$ cat config.mk
export PLATFORM = sky130hd
export DESIGN_NAME = branch_redirect_ctrl
export DESIGN_NICKNAME = d
export VERILOG_FILES = /design/src/rtl/branch_redirect_ctrl_pkg.sv /design/src/rtl/sat_counter.sv /design/src/rtl/branch_redirect_ctrl.sv
export SDC_FILE = /design/constraint.sdc
export NUM_CORES = 1
export LEC_CHECK = 0
export CELL_PAD_IN_SITES_DETAIL_PLACEMENT = 0
export CELL_PAD_IN_SITES_GLOBAL_PLACEMENT = 1
export CORE_ASPECT_RATIO = 1.5
export CORE_MARGIN = 3
export CORE_UTILIZATION = 34
export DETAILED_ROUTE_END_ITERATION = 8
export GPL_TIMING_DRIVEN = 0
export PLACE_DENSITY = 0.89
export SLEW_MARGIN = 10
export SYNTH_ARGS = -nofsm -noshare
export SYNTH_HDL_FRONTEND = slang
export SYNTH_SLANG_ARGS = --single-unit
$ cat constraint.sdc
create_clock -name CLK -period 2.4 [get_ports CLK]
set_input_delay 0.24 -clock CLK [delete_from_list [all_inputs] [get_ports CLK]]
set_output_delay 0.24 -clock CLK [all_outputs]
set_load 0.01 [all_outputs]
$ cat src/rtl/branch_redirect_ctrl_pkg.sv
// Shared definitions for the execute-stage branch unit and the redirect controller:
// RISC-V major opcodes, branch func3 codes and the redirect controller state.
package branch_redirect_ctrl_pkg;

  typedef enum logic [6:0] {
    OP_LUI    = 7'b0110111,
    OP_AUIPC  = 7'b0010111,
    OP_JAL    = 7'b1101111,
    OP_JALR   = 7'b1100111,
    OP_BRANCH = 7'b1100011,
    OP_LOAD   = 7'b0000011,
    OP_STORE  = 7'b0100011,
    OP_IMM    = 7'b0010011,
    OP_OP     = 7'b0110011,
    OP_FENCE  = 7'b0001111,
    OP_SYS    = 7'b1110011
  } opcode_e;

  localparam logic [2:0] F3_BEQ  = 3'b000;
  localparam logic [2:0] F3_BNE  = 3'b001;
  localparam logic [2:0] F3_BLT  = 3'b100;
  localparam logic [2:0] F3_BGE  = 3'b101;
  localparam logic [2:0] F3_BLTU = 3'b110;
  localparam logic [2:0] F3_BGEU = 3'b111;

  typedef enum logic [1:0] {
    ST_IDLE     = 2'd0,
    ST_REDIRECT = 2'd1,
    ST_FLUSH    = 2'd2
  } ctrl_state_e;

  // True for opcodes that can change the program counter.
  function automatic logic is_ct(input logic [6:0] op);
    logic r;
    case (op)
      OP_JAL, OP_JALR, OP_BRANCH: r = 1'b1;
      default:                    r = 1'b0;
    endcase
    return r;
  endfunction

endpackage

$ cat src/rtl/sat_counter.sv
// Saturating up-counter with synchronous clear; holds at all-ones.
module sat_counter #(
  parameter int W = 16
) (
  input  logic         clk,
  input  logic         rst_n,
  input  logic         inc,
  input  logic         clear,
  output logic [W-1:0] count
);

  localparam logic [W-1:0] MAX = {W{1'b1}};

  // Count register: clear wins over increment, increment stops at MAX.
  always_ff @(posedge clk or negedge rst_n) begin
    if (!rst_n) begin
      count <= {W{1'b0}};
    end else if (clear) begin
      count <= {W{1'b0}};
    end else if (inc && (count != MAX)) begin
      count <= count + W'(1'b1);
    end else begin
      count <= count;
    end
  end

endmodule

$ cat src/rtl/branch_redirect_ctrl.sv
// Compares resolved control transfers against the fetch prediction, drives the
// PC redirect handshake and IF/ID flush on a mispredict, and emits predictor updates.
module branch_redirect_ctrl
  import branch_redirect_ctrl_pkg::*;
#(
  parameter int XLEN         = 32,
  parameter int FLUSH_CYCLES = 2,
  parameter int CNT_W        = 16
) (
  input  logic             CLK,
  input  logic             RST_N,
  input  logic             ex_valid,
  output logic             ex_ready,
  input  logic [6:0]       ex_opcode,
  input  logic [1:0]       br_re,
  input  logic [XLEN-1:0]  ex_pc,
  input  logic [XLEN-1:0]  ex_target,
  input  logic             pred_taken,
  input  logic [XLEN-1:0]  pred_target,
  output logic             redirect_valid,
  input  logic             redirect_ready,
  output logic [XLEN-1:0]  redirect_pc,
  output logic             flush_if,
  output logic             flush_id,
  output logic             stall_ex,
  output logic             bp_upd_valid,
  output logic [XLEN-1:0]  bp_upd_pc,
  output logic [XLEN-1:0]  bp_upd_target,
  output logic             bp_upd_taken,
  output logic [CNT_W-1:0] br_cnt,
  output logic [CNT_W-1:0] mispred_cnt
);

  localparam int FC_W = (FLUSH_CYCLES > 1) ? $clog2(FLUSH_CYCLES + 1) : 1;

  ctrl_state_e     state_r;
  ctrl_state_e     state_nx_s;
  logic [FC_W-1:0] flush_cnt_r;
  logic            is_ct_s;
  logic            accept_s;
  logic            taken_s;
  logic            mispredict_s;
  logic            handshake_s;
  logic [XLEN-1:0] target_s;
  logic [XLEN-1:0] next_pc_s;
  logic            unused_br_re_s;

  assign unused_br_re_s = br_re[1];

  // Resolve actual target/next PC and classify the incoming instruction.
  always_comb begin
    if (ex_opcode == OP_JALR) begin
      target_s = {ex_target[XLEN-1:1], 1'b0};
    end else begin
      target_s = ex_target;
    end
    taken_s = br_re[0];
    if (taken_s) begin
      next_pc_s = target_s;
    end else begin
      next_pc_s = ex_pc + XLEN'(32'd4);
    end
    mispredict_s = (pred_taken != taken_s) || (taken_s && (pred_target != target_s));
    is_ct_s      = is_ct(ex_opcode);
    accept_s     = ex_valid && ex_ready && is_ct_s;
    handshake_s  = (state_r == ST_REDIRECT) && redirect_ready;
  end

  // State register.
  always_ff @(posedge CLK or negedge RST_N) begin
    if (!RST_N) begin
      state_r <= ST_IDLE;
    end else begin
      state_r <= state_nx_s;
    end
  end

  // Next-state logic.
  always_comb begin
    state_nx_s = state_r;
    case (state_r)
      ST_IDLE: begin
        if (accept_s && mispredict_s) begin
          state_nx_s = ST_REDIRECT;
        end else begin
          state_nx_s = ST_IDLE;
        end
      end
      ST_REDIRECT: begin
        if (redirect_ready) begin
          state_nx_s = (FLUSH_CYCLES == 0) ? ST_IDLE : ST_FLUSH;
        end else begin
          state_nx_s = ST_REDIRECT;
        end
      end
      ST_FLUSH: begin
        // The counter holds the flush cycles left including this one.
        if (flush_cnt_r <= FC_W'(1'b1)) begin
          state_nx_s = ST_IDLE;
        end else begin
          state_nx_s = ST_FLUSH;
        end
      end
      default: state_nx_s = ST_IDLE;
    endcase
  end

  // Output decode from the state register only.
  always_comb begin
    ex_ready       = 1'b0;
    redirect_valid = 1'b0;
    flush_if       = 1'b0;
    flush_id       = 1'b0;
    stall_ex       = 1'b1;
    case (state_r)
      ST_IDLE: begin
        ex_ready = 1'b1;
        stall_ex = 1'b0;
      end
      ST_REDIRECT: redirect_valid = 1'b1;
      ST_FLUSH: begin
        flush_if = 1'b1;
        flush_id = 1'b1;
      end
      default: stall_ex = 1'b1;
    endcase
  end

  // Flush cycle counter, loaded on the redirect handshake.
  always_ff @(posedge CLK or negedge RST_N) begin
    if (!RST_N) begin
      flush_cnt_r <= {FC_W{1'b0}};
    end else if (handshake_s) begin
      flush_cnt_r <= FC_W'(FLUSH_CYCLES);
    end else if ((state_r == ST_FLUSH) && (flush_cnt_r != {FC_W{1'b0}})) begin
      flush_cnt_r <= flush_cnt_r - FC_W'(1'b1);
    end else begin
      flush_cnt_r <= flush_cnt_r;
    end
  end

  // Corrected PC, frozen for the whole redirect request.
  always_ff @(posedge CLK or negedge RST_N) begin
    if (!RST_N) begin
      redirect_pc <= {XLEN{1'b0}};
    end else if (accept_s && mispredict_s) begin
      redirect_pc <= next_pc_s;
    end else begin
      redirect_pc <= redirect_pc;
    end
  end

  // Predictor update pulse and payload.
  always_ff @(posedge CLK or negedge RST_N) begin
    if (!RST_N) begin
      bp_upd_valid  <= 1'b0;
      bp_upd_pc     <= {XLEN{1'b0}};
      bp_upd_target <= {XLEN{1'b0}};
      bp_upd_taken  <= 1'b0;
    end else if (accept_s) begin
      bp_upd_valid  <= 1'b1;
      bp_upd_pc     <= ex_pc;
      bp_upd_target <= target_s;
      bp_upd_taken  <= taken_s;
    end else begin
      bp_upd_valid  <= 1'b0;
      bp_upd_pc     <= bp_upd_pc;
      bp_upd_target <= bp_upd_target;
      bp_upd_taken  <= bp_upd_taken;
    end
  end

  sat_counter #(.W(CNT_W)) u_br_cnt (
    .clk   (CLK),
    .rst_n (RST_N),
    .inc   (accept_s),
    .clear (1'b0),
    .count (br_cnt)
  );

  sat_counter #(.W(CNT_W)) u_mispred_cnt (
    .clk   (CLK),
    .rst_n (RST_N),
    .inc   (accept_s && mispredict_s),
    .clear (1'b0),
    .count (mispred_cnt)
  );

endmodule

==> results of run 1 <==
[flip-flops by register name, indices dropped and copies added, names as in the netlist]
name                 flops
bp_upd_pc               32
bp_upd_target           32
redirect_pc             32
u_br_cnt.count          16
u_mispred_cnt.count     16
flush_cnt_r              2
state_r                  2
bp_upd_taken             1
bp_upd_valid             1
[synthesized netlist by cell type, types with 2 or more instances]
master                       n  area [um^2]
sky130_fd_sc_hd__and3_1     14        87.58
sky130_fd_sc_hd__and4_1      8        70.07
sky130_fd_sc_hd__buf_1       3        11.26
sky130_fd_sc_hd__buf_2       7        35.03
sky130_fd_sc_hd__buf_4       2        15.01
sky130_fd_sc_hd__buf_6       2        22.52
sky130_fd_sc_hd__clkbuf_1    8        30.03
sky130_fd_sc_hd__dfrtp_1   134         3353
sky130_fd_sc_hd__ha_1        5        62.56
sky130_fd_sc_hd__inv_1       7        26.28
sky130_fd_sc_hd__mux2_1     18        202.7
sky130_fd_sc_hd__mux2_2     74        833.3
sky130_fd_sc_hd__mux2i_1     9        90.09
sky130_fd_sc_hd__nand2_1    45        168.9
sky130_fd_sc_hd__nand2b_1    3        18.77
sky130_fd_sc_hd__nand3_1    26        130.1
sky130_fd_sc_hd__nand3b_1    2        15.01
sky130_fd_sc_hd__nand4_1    17        106.4
sky130_fd_sc_hd__nor2_1     10        37.54
sky130_fd_sc_hd__nor2b_1     4        25.02
sky130_fd_sc_hd__nor3_1      6        30.03
sky130_fd_sc_hd__nor3b_1     3        22.52
sky130_fd_sc_hd__nor4_1     13        81.33
sky130_fd_sc_hd__nor4_2      3        37.54
sky130_fd_sc_hd__o21ai_0    40        200.2
sky130_fd_sc_hd__o21ai_1     5        25.02
sky130_fd_sc_hd__or2_1       2        12.51
sky130_fd_sc_hd__xnor2_1    24        210.2
sky130_fd_sc_hd__xor2_1     63        551.8
[metal layers]
| metal | track usage [%] | vias to the layer above | wire, um | share of wire [%] |
|---|---|---|---|---|
| met5 | 0 | - | 0 | 0 |
| met4 | 7.740 | 0 | 583 | 2.7 |
| met3 | 5.692 | 38 | 1355 | 6.3 |
| met2 | 37.20 | 205 | 11520 | 54 |
| met1 | 22.54 | 2710 | 7889 | 37 |
| li1 | - | 2573 | - | - |
[path summary, 6_finish.rpt]
| path | to | slack, ps | depth (start not counted) |
|---|---|---|---|
| max in group asynchronous | redirect_pc[13] | 1250 | 3 |
| min in group asynchronous | u_br_cnt.count[9] | 380 | 2 |
| worst min-delay path | bp_upd_target[29] | 270 | 2 |
| worst max register to register | u_br_cnt.count[10] | 170 | 7 |
| worst min register to register | redirect_pc[29] | 490 | 1 |
| worst max-delay path | redirect_pc[31] | 150 | 8 |
[per-stage QoR]
stage                     hold slack (ps)  total power [mW]  cells  setup TNS, ps
after floorplan                    -55.59             3.309    570              0
after global placement              474.4             4.326   1065        -658940
after detailed placement            283.3             4.363   1066         -52780
after CTS                           392.0             6.943   1103              0
after global routing                260.2             7.175   1104              0
final                               274.1             6.850   1104              0
[area by class of cell]
cell class                      instances  area [um^2]
Clock inverter                         15        145.1
Timing Repair Buffer                  250         2514
Inverter                                7        26.28
Buffer                                 22        126.4
Multi-Input combinational cell        407         3206
Clock buffer                           17        425.4
Sequential cell                       134         3353
Tap cell                              252        315.3
Fill cell                            1696         8741
[cell families after synthesis]
group | Yosys count | share of synthesized area (%)
adder cells (fa/ha/maj) | 5 | 0.9441
AO/OA/AOI/OAI | 55 | 4.645
buffers and inverters | 29 | 2.115
multiplexers | 101 | 16.99
AND/OR/NAND/NOR | 159 | 13.20
XOR/XNOR | 87 | 11.50
flip-flops | 134 | 50.60
[power by group through the flow]
stage / Sequential (mW) / Clock, mW / Combinational [mW]
final: 2.73 / 2.53 / 1.59
after global routing: 2.77 / 2.70 / 1.70
after CTS: 2.74 / 2.60 / 1.61
after detailed placement: 2.77 / 0 / 1.59
after global placement: 2.76 / 0 / 1.57
after floorplan: 2.90 / 0 / 0.410
[timing repair]
| item | in CTS | in global routing |
|---|---|---|
| setup endpoints to repair | 89 | 68 |
| hold buffers | 1 | 0 |
| pin swaps | 4 | 3 |
| setup buffers | 4 | 1 |
| endpoints found under the hold margin | 65 | 0 |
| cloned | 0 | 0 |
| resized for setup | 10 | 8 |
[worst reg2reg max path, cell delays in order (launching register included)]
cell                      delay [ps]
sky130_fd_sc_hd__dfrtp_1         420
sky130_fd_sc_hd__ha_1            250
sky130_fd_sc_hd__and3_1          180
sky130_fd_sc_hd__and4_1          210
sky130_fd_sc_hd__nor3_1          430
sky130_fd_sc_hd__and4_1          350
sky130_fd_sc_hd__nand4_1         130
sky130_fd_sc_hd__xnor2_1         140
==> results.toml, run 1 <==
[status]
status = "finished, final reports clean"

[floorplan]
top_level_ports = 245
fp.coreArea_mm2 = 0.01885
die_width_um = 120.0
fp-row-count = 61
die_y_um = 177.0
starting_density_of_the_core_pct = 35.15
floorplan.die_area_mm2 = 0.02123

[power_and_ir_drop]
power.switching_fraction_pct = 27.88
cellLeakagePower_nw = 4.412
combPwrFrac_pct = 23.2
power_switching_mw = 1.910
max-vdd-ir-drop_mv = 0.3414
power_per_cell_area_mw_per_mm2 = 677.5
share_clk_of_total_power_pct = 36.9
cell_int_power_mw = 4.940
p_seq_share_pct = 39.9

[timing]
crit_share_post_route_pct = 93.84
slew-limit-headroom_pct = 43.21
setup_viol = 0
clock.fmax_mhz = 444.0
period_minus_slack_ps = 2252
setup_slack_ps = 147.8
final_setup_skew_ps = 8.948
hold_viol = 0
grt_setup_unrepaired = "false"
timing.final.max_slew_violations = 0
worst_pin_slew_ps = 851.8

[critical_path]
timing.critical_path.from = "ex_pc[16]"
timing.setup.critical_path_class = "primary input to flip-flop"
timing.critical_path.to_type = "flip-flop"
cp.arrival_ps = 2550
cp_slowest_cell = "sky130_fd_sc_hd__clkdlybuf4s50_1"
cell_breakdown_of_the_critical_path = "clkdlybuf4s50_1, and4_1, and4_1, clkbuf_1, nand4_1, xnor2_1, mux2_2, mux2_1"
reg2reg_from = "u_br_cnt.count[0]"
crit_required_ps = 2700
cp_max_fo = 9
crit_buf_inv = 2
crit_path_start_kind = "primary input"
cp_common_cell = "sky130_fd_sc_hd__and4_1"
worst_path_largest_cell_delay_ps = 620
critPathTopFamily = "buffers and inverters"

[logic_synthesis]
asyncSetResetFlopFracSynth_pct = 100.0
post_syn_instances = 570
ys_ff_latch = 134
synth-warning-count = 0
synth_edf_count = 0
syn_nets = 685
synth_cell_types = 42
post_synthesis_cell_area_mm2 = 0.006626
synth.avg_cell_area_um2 = 11.63
synth_ff_type = "sky130_fd_sc_hd__dfrtp_1"
ys_seq_area_share_pct = 50.60

[grt]
grt_overflow_total = 0
grt_max_degree = 70
grt_antenna_before_repair = 0
global_route.usage.total_pct = 20.48
first_pass_grt_wire_length_um = 32920
first_global_vias = 5695

[placed_design]
pre_cts_ws_ps = -1029
port_buffers = 243
placed_cell_area_mm2 = 0.009403
gp_congestion = 0.8268
dp_hpwl_um = 16410

[route]
first_pass_iters = 4
via_density = 5.005
wl_um = 21340
vias = 5526
drt.antenna.violating_nets = 0
initialDrtViolationCount = 255
drc = 0
drt-wirelength-per-cell_um = 19.33

[clock_network]
cts_tree = "built"
clock_latency_ps = 420
clock_tree.root_cell = "sky130_fd_sc_hd__clkbuf_16"
clock-sinks = 134
cts.clk_slew.worst_paths_ps = 60
cts_htree_levels = 4
total_clock_buffers_created_by_cts = 17
cts_max_path_bufs = 2

[final_layout]
postLayoutCellArea_mm2 = 0.01011
flow.area_growth_from_synthesis_pct = 52.59
antenna_cells = 0
final_cell_mix = "sky130_fd_sc_hd__clkdlybuf4s50_1 (240), sky130_fd_sc_hd__dfrtp_1 (134), sky130_fd_sc_hd__mux2_2 (74), sky130_fd_sc_hd__xor2_1 (63), sky130_fd_sc_hd__nand2_1 (45)"
nets_final = 954
mostFrequentLayoutCell = "sky130_fd_sc_hd__clkdlybuf4s50_1"
finalCoreUtilization_pct = 53.63
drive_gt1_share_pct = 16.20

[worst_hold_path]
min-delay-path-class = "primary input to flip-flop"
hold_path.startpoint = "ex_target[29]"

[run]
cap_viol_max_count = 0
(Power assumes the default switching activity.)
==> inputs of run 2 (changes only) <==
CORE_UTILIZATION = 30   (was 34)
PLACE_DENSITY = 0.81   (was 0.89)
==> run 2 against run 1 <==
Effect of this change:
- largest power group unchanged
- core utilization decreased by 6.7 points
- flip-flop and latch count unchanged
- global-route usage decreased by 1.5 points
- critical endpoint is now redirect_pc[16]
- setup slack got worse by 95 ps
==> results.toml, run 2 (synthesis results as in run 1) <==
[critical_path]
cp_max_fo = 10
crit_required_ps = 2710
timing.rr.end = "redirect_pc[16]"
timing.critical_path.to_type = "flip-flop"
worst_r2r_path_depth = 8
setup.reg_to_reg.worst_slack_ps = 170
cp.arrival_ps = 2650
timing.setup.critical_path_class = "primary input to flip-flop"
crit_path_start_kind = "primary input"
reg2reg_from = "state_r[0]"

[clock_network]
cts_htree_levels = 4
clock_latency_ps = 420
clock_tree.root_cell = "sky130_fd_sc_hd__clkbuf_16"
cts_tree = "built"
clock-sinks = 134
cts.clk_slew.worst_paths_ps = 60
cts_max_path_bufs = 2
total_clock_buffers_created_by_cts = 17

[final_layout]
antenna_cells = 0
top_regs = "bp_upd_pc: 32 flops, bp_upd_target: 32 flops, redirect_pc: 32 flops"
flow.area_growth_from_synthesis_pct = 53.70
final_cell_mix = "sky130_fd_sc_hd__clkdlybuf4s50_1 (240), sky130_fd_sc_hd__dfrtp_1 (133), sky130_fd_sc_hd__mux2_2 (74), sky130_fd_sc_hd__xor2_1 (63), sky130_fd_sc_hd__nand2_1 (45)"
nets_final = 954
drive_gt1_share_pct = 16.20
mostFrequentLayoutCell = "sky130_fd_sc_hd__clkdlybuf4s50_1"
postLayoutCellArea_mm2 = 0.01018
finalCoreUtilization_pct = 46.89

[floorplan]
fp.coreArea_mm2 = 0.02172
floorplan.die_area_mm2 = 0.02394
fp-row-count = 66
die_y_um = 188.0
starting_density_of_the_core_pct = 30.51
die_width_um = 127.3
top_level_ports = 245

[placed_design]
dp_hpwl_um = 17080
gp_congestion = 0.7724
port_buffers = 243
placed_cell_area_mm2 = 0.009432
pre_cts_ws_ps = -834.8

[worst_hold_path]
worstHoldPathCells = 2
hold_path.startpoint = "ex_target[29]"
min-delay-path-class = "primary input to flip-flop"
whs_endpoint = "bp_upd_target[29]"

[timing]
worst_pin_slew_ps = 903.7
grt_setup_unrepaired = "false"
period_minus_slack_ps = 2347
setup_slack_ps = 52.54
timing.final.max_slew_violations = 0
clock.fmax_mhz = 426.0
final_setup_skew_ps = 5.231
crit_share_post_route_pct = 97.81
hold_viol = 0
setup_viol = 0
slew-limit-headroom_pct = 39.76

[route]
drt.antenna.violating_nets = 0
initialDrtViolationCount = 169
wl_um = 22330
drt-wirelength-per-cell_um = 19.86
first_pass_iters = 4
vias = 5492
drc = 0
via_density = 4.886

[run]
cap_viol_max_count = 0

[grt]
grt_antenna_before_repair = 0
first_global_vias = 5728
grt_overflow_total = 0
global_route.usage.total_pct = 18.95
grt_max_degree = 69
first_pass_grt_wire_length_um = 34240

[power_and_ir_drop]
power_per_cell_area_mw_per_mm2 = 681.7
max-vdd-ir-drop_mv = 0.4341
cellLeakagePower_nw = 4.407

[status]
status = "finished, final reports clean"
[run 2: cell count changes in the layout (fill, tap and decap cells not counted), sizes merged]
cell,change
bufinv,+1
clkbuf,+9
dlygate4sd2,+1
inv,-5
dlymetal6s2s,-1
buf,-3
clkinv,-2
[run 2: cell type report]
type	count	area [um^2]
tap	272	340.3
inverter	7	26.28
fill	2052	11530
multi-input combinational	407	3231
clock inverter	9	100.1
clock buffer	23	478.0
timing repair buffer	250	2526
sequential	134	3354
buffer	22	128.9
[run 2: timing repair]
item / 4_1_cts / 5_1_grt
endpoints found under the setup margin: 91 / 60
gates resized for setup: 12 / 11
hold endpoints to repair: 66 / 0
buffers inserted: 3 / 2
cloned: 0 / 0
pin swaps: 4 / 7
hold buffers: 1 / 0
[run 2: how the worst max path moves through the flow]
stage | to | slack (ps) | cells past startpoint | startpoint
global route | redirect_pc[21] | 0.9 | 9 | ex_target[22]
global placement | bp_upd_pc[14] | -4670 | 1 | RST_N
detailed placement | redirect_pc[22] | -830 | 8 | ex_pc[2]
floorplan | redirect_pc[10] | 280 | 8 | state_r[0]
finish | redirect_pc[16] | 50 | 9 | ex_target[21]
CTS | bp_upd_target[28] | 30 | 6 | state_r[0]
[run 2: through the flow]
| stage | hold slack, ps | power [mW] | setup TNS, ps | instances |
|---|---|---|---|---|
| 2_1_floorplan | -55.59 | 3.309 | 0 | 570 |
| 6_report | 320.8 | 6.943 | 0 | 1124 |
| 5_1_grt | 328.8 | 7.272 | 0 | 1124 |
| 3_3_place_gp | 474.0 | 4.336 | -668030 | 1085 |
| 4_1_cts | 372.9 | 7.051 | 0 | 1122 |
| 3_5_place_dp | 242.6 | 4.372 | -44710 | 1086 |
[run 2: power breakdown]
part           leakage, nW  switching [mW]  internal (mW)
logic                 2.35           0.661          0.929
registers             1.78           0.173           2.56
clock network        0.283            1.01           1.60
[run 2: critical path, stage by stage]
cell	delay (ps)
sky130_fd_sc_hd__clkdlybuf4s50_1	460
sky130_fd_sc_hd__xor2_1	170
sky130_fd_sc_hd__nor4_2	420
sky130_fd_sc_hd__nand4_1	310
sky130_fd_sc_hd__nor3_4	230
sky130_fd_sc_hd__or2_1	130
sky130_fd_sc_hd__buf_4	140
sky130_fd_sc_hd__buf_6	190
sky130_fd_sc_hd__mux2_1	340
[run 2: per-layer routing]
layer,share of wire [%],global-route usage (%)
met1,39,21.39
met2,54,34.42
met3,5.4,4.816
met4,1.7,6.111
met5,0,0
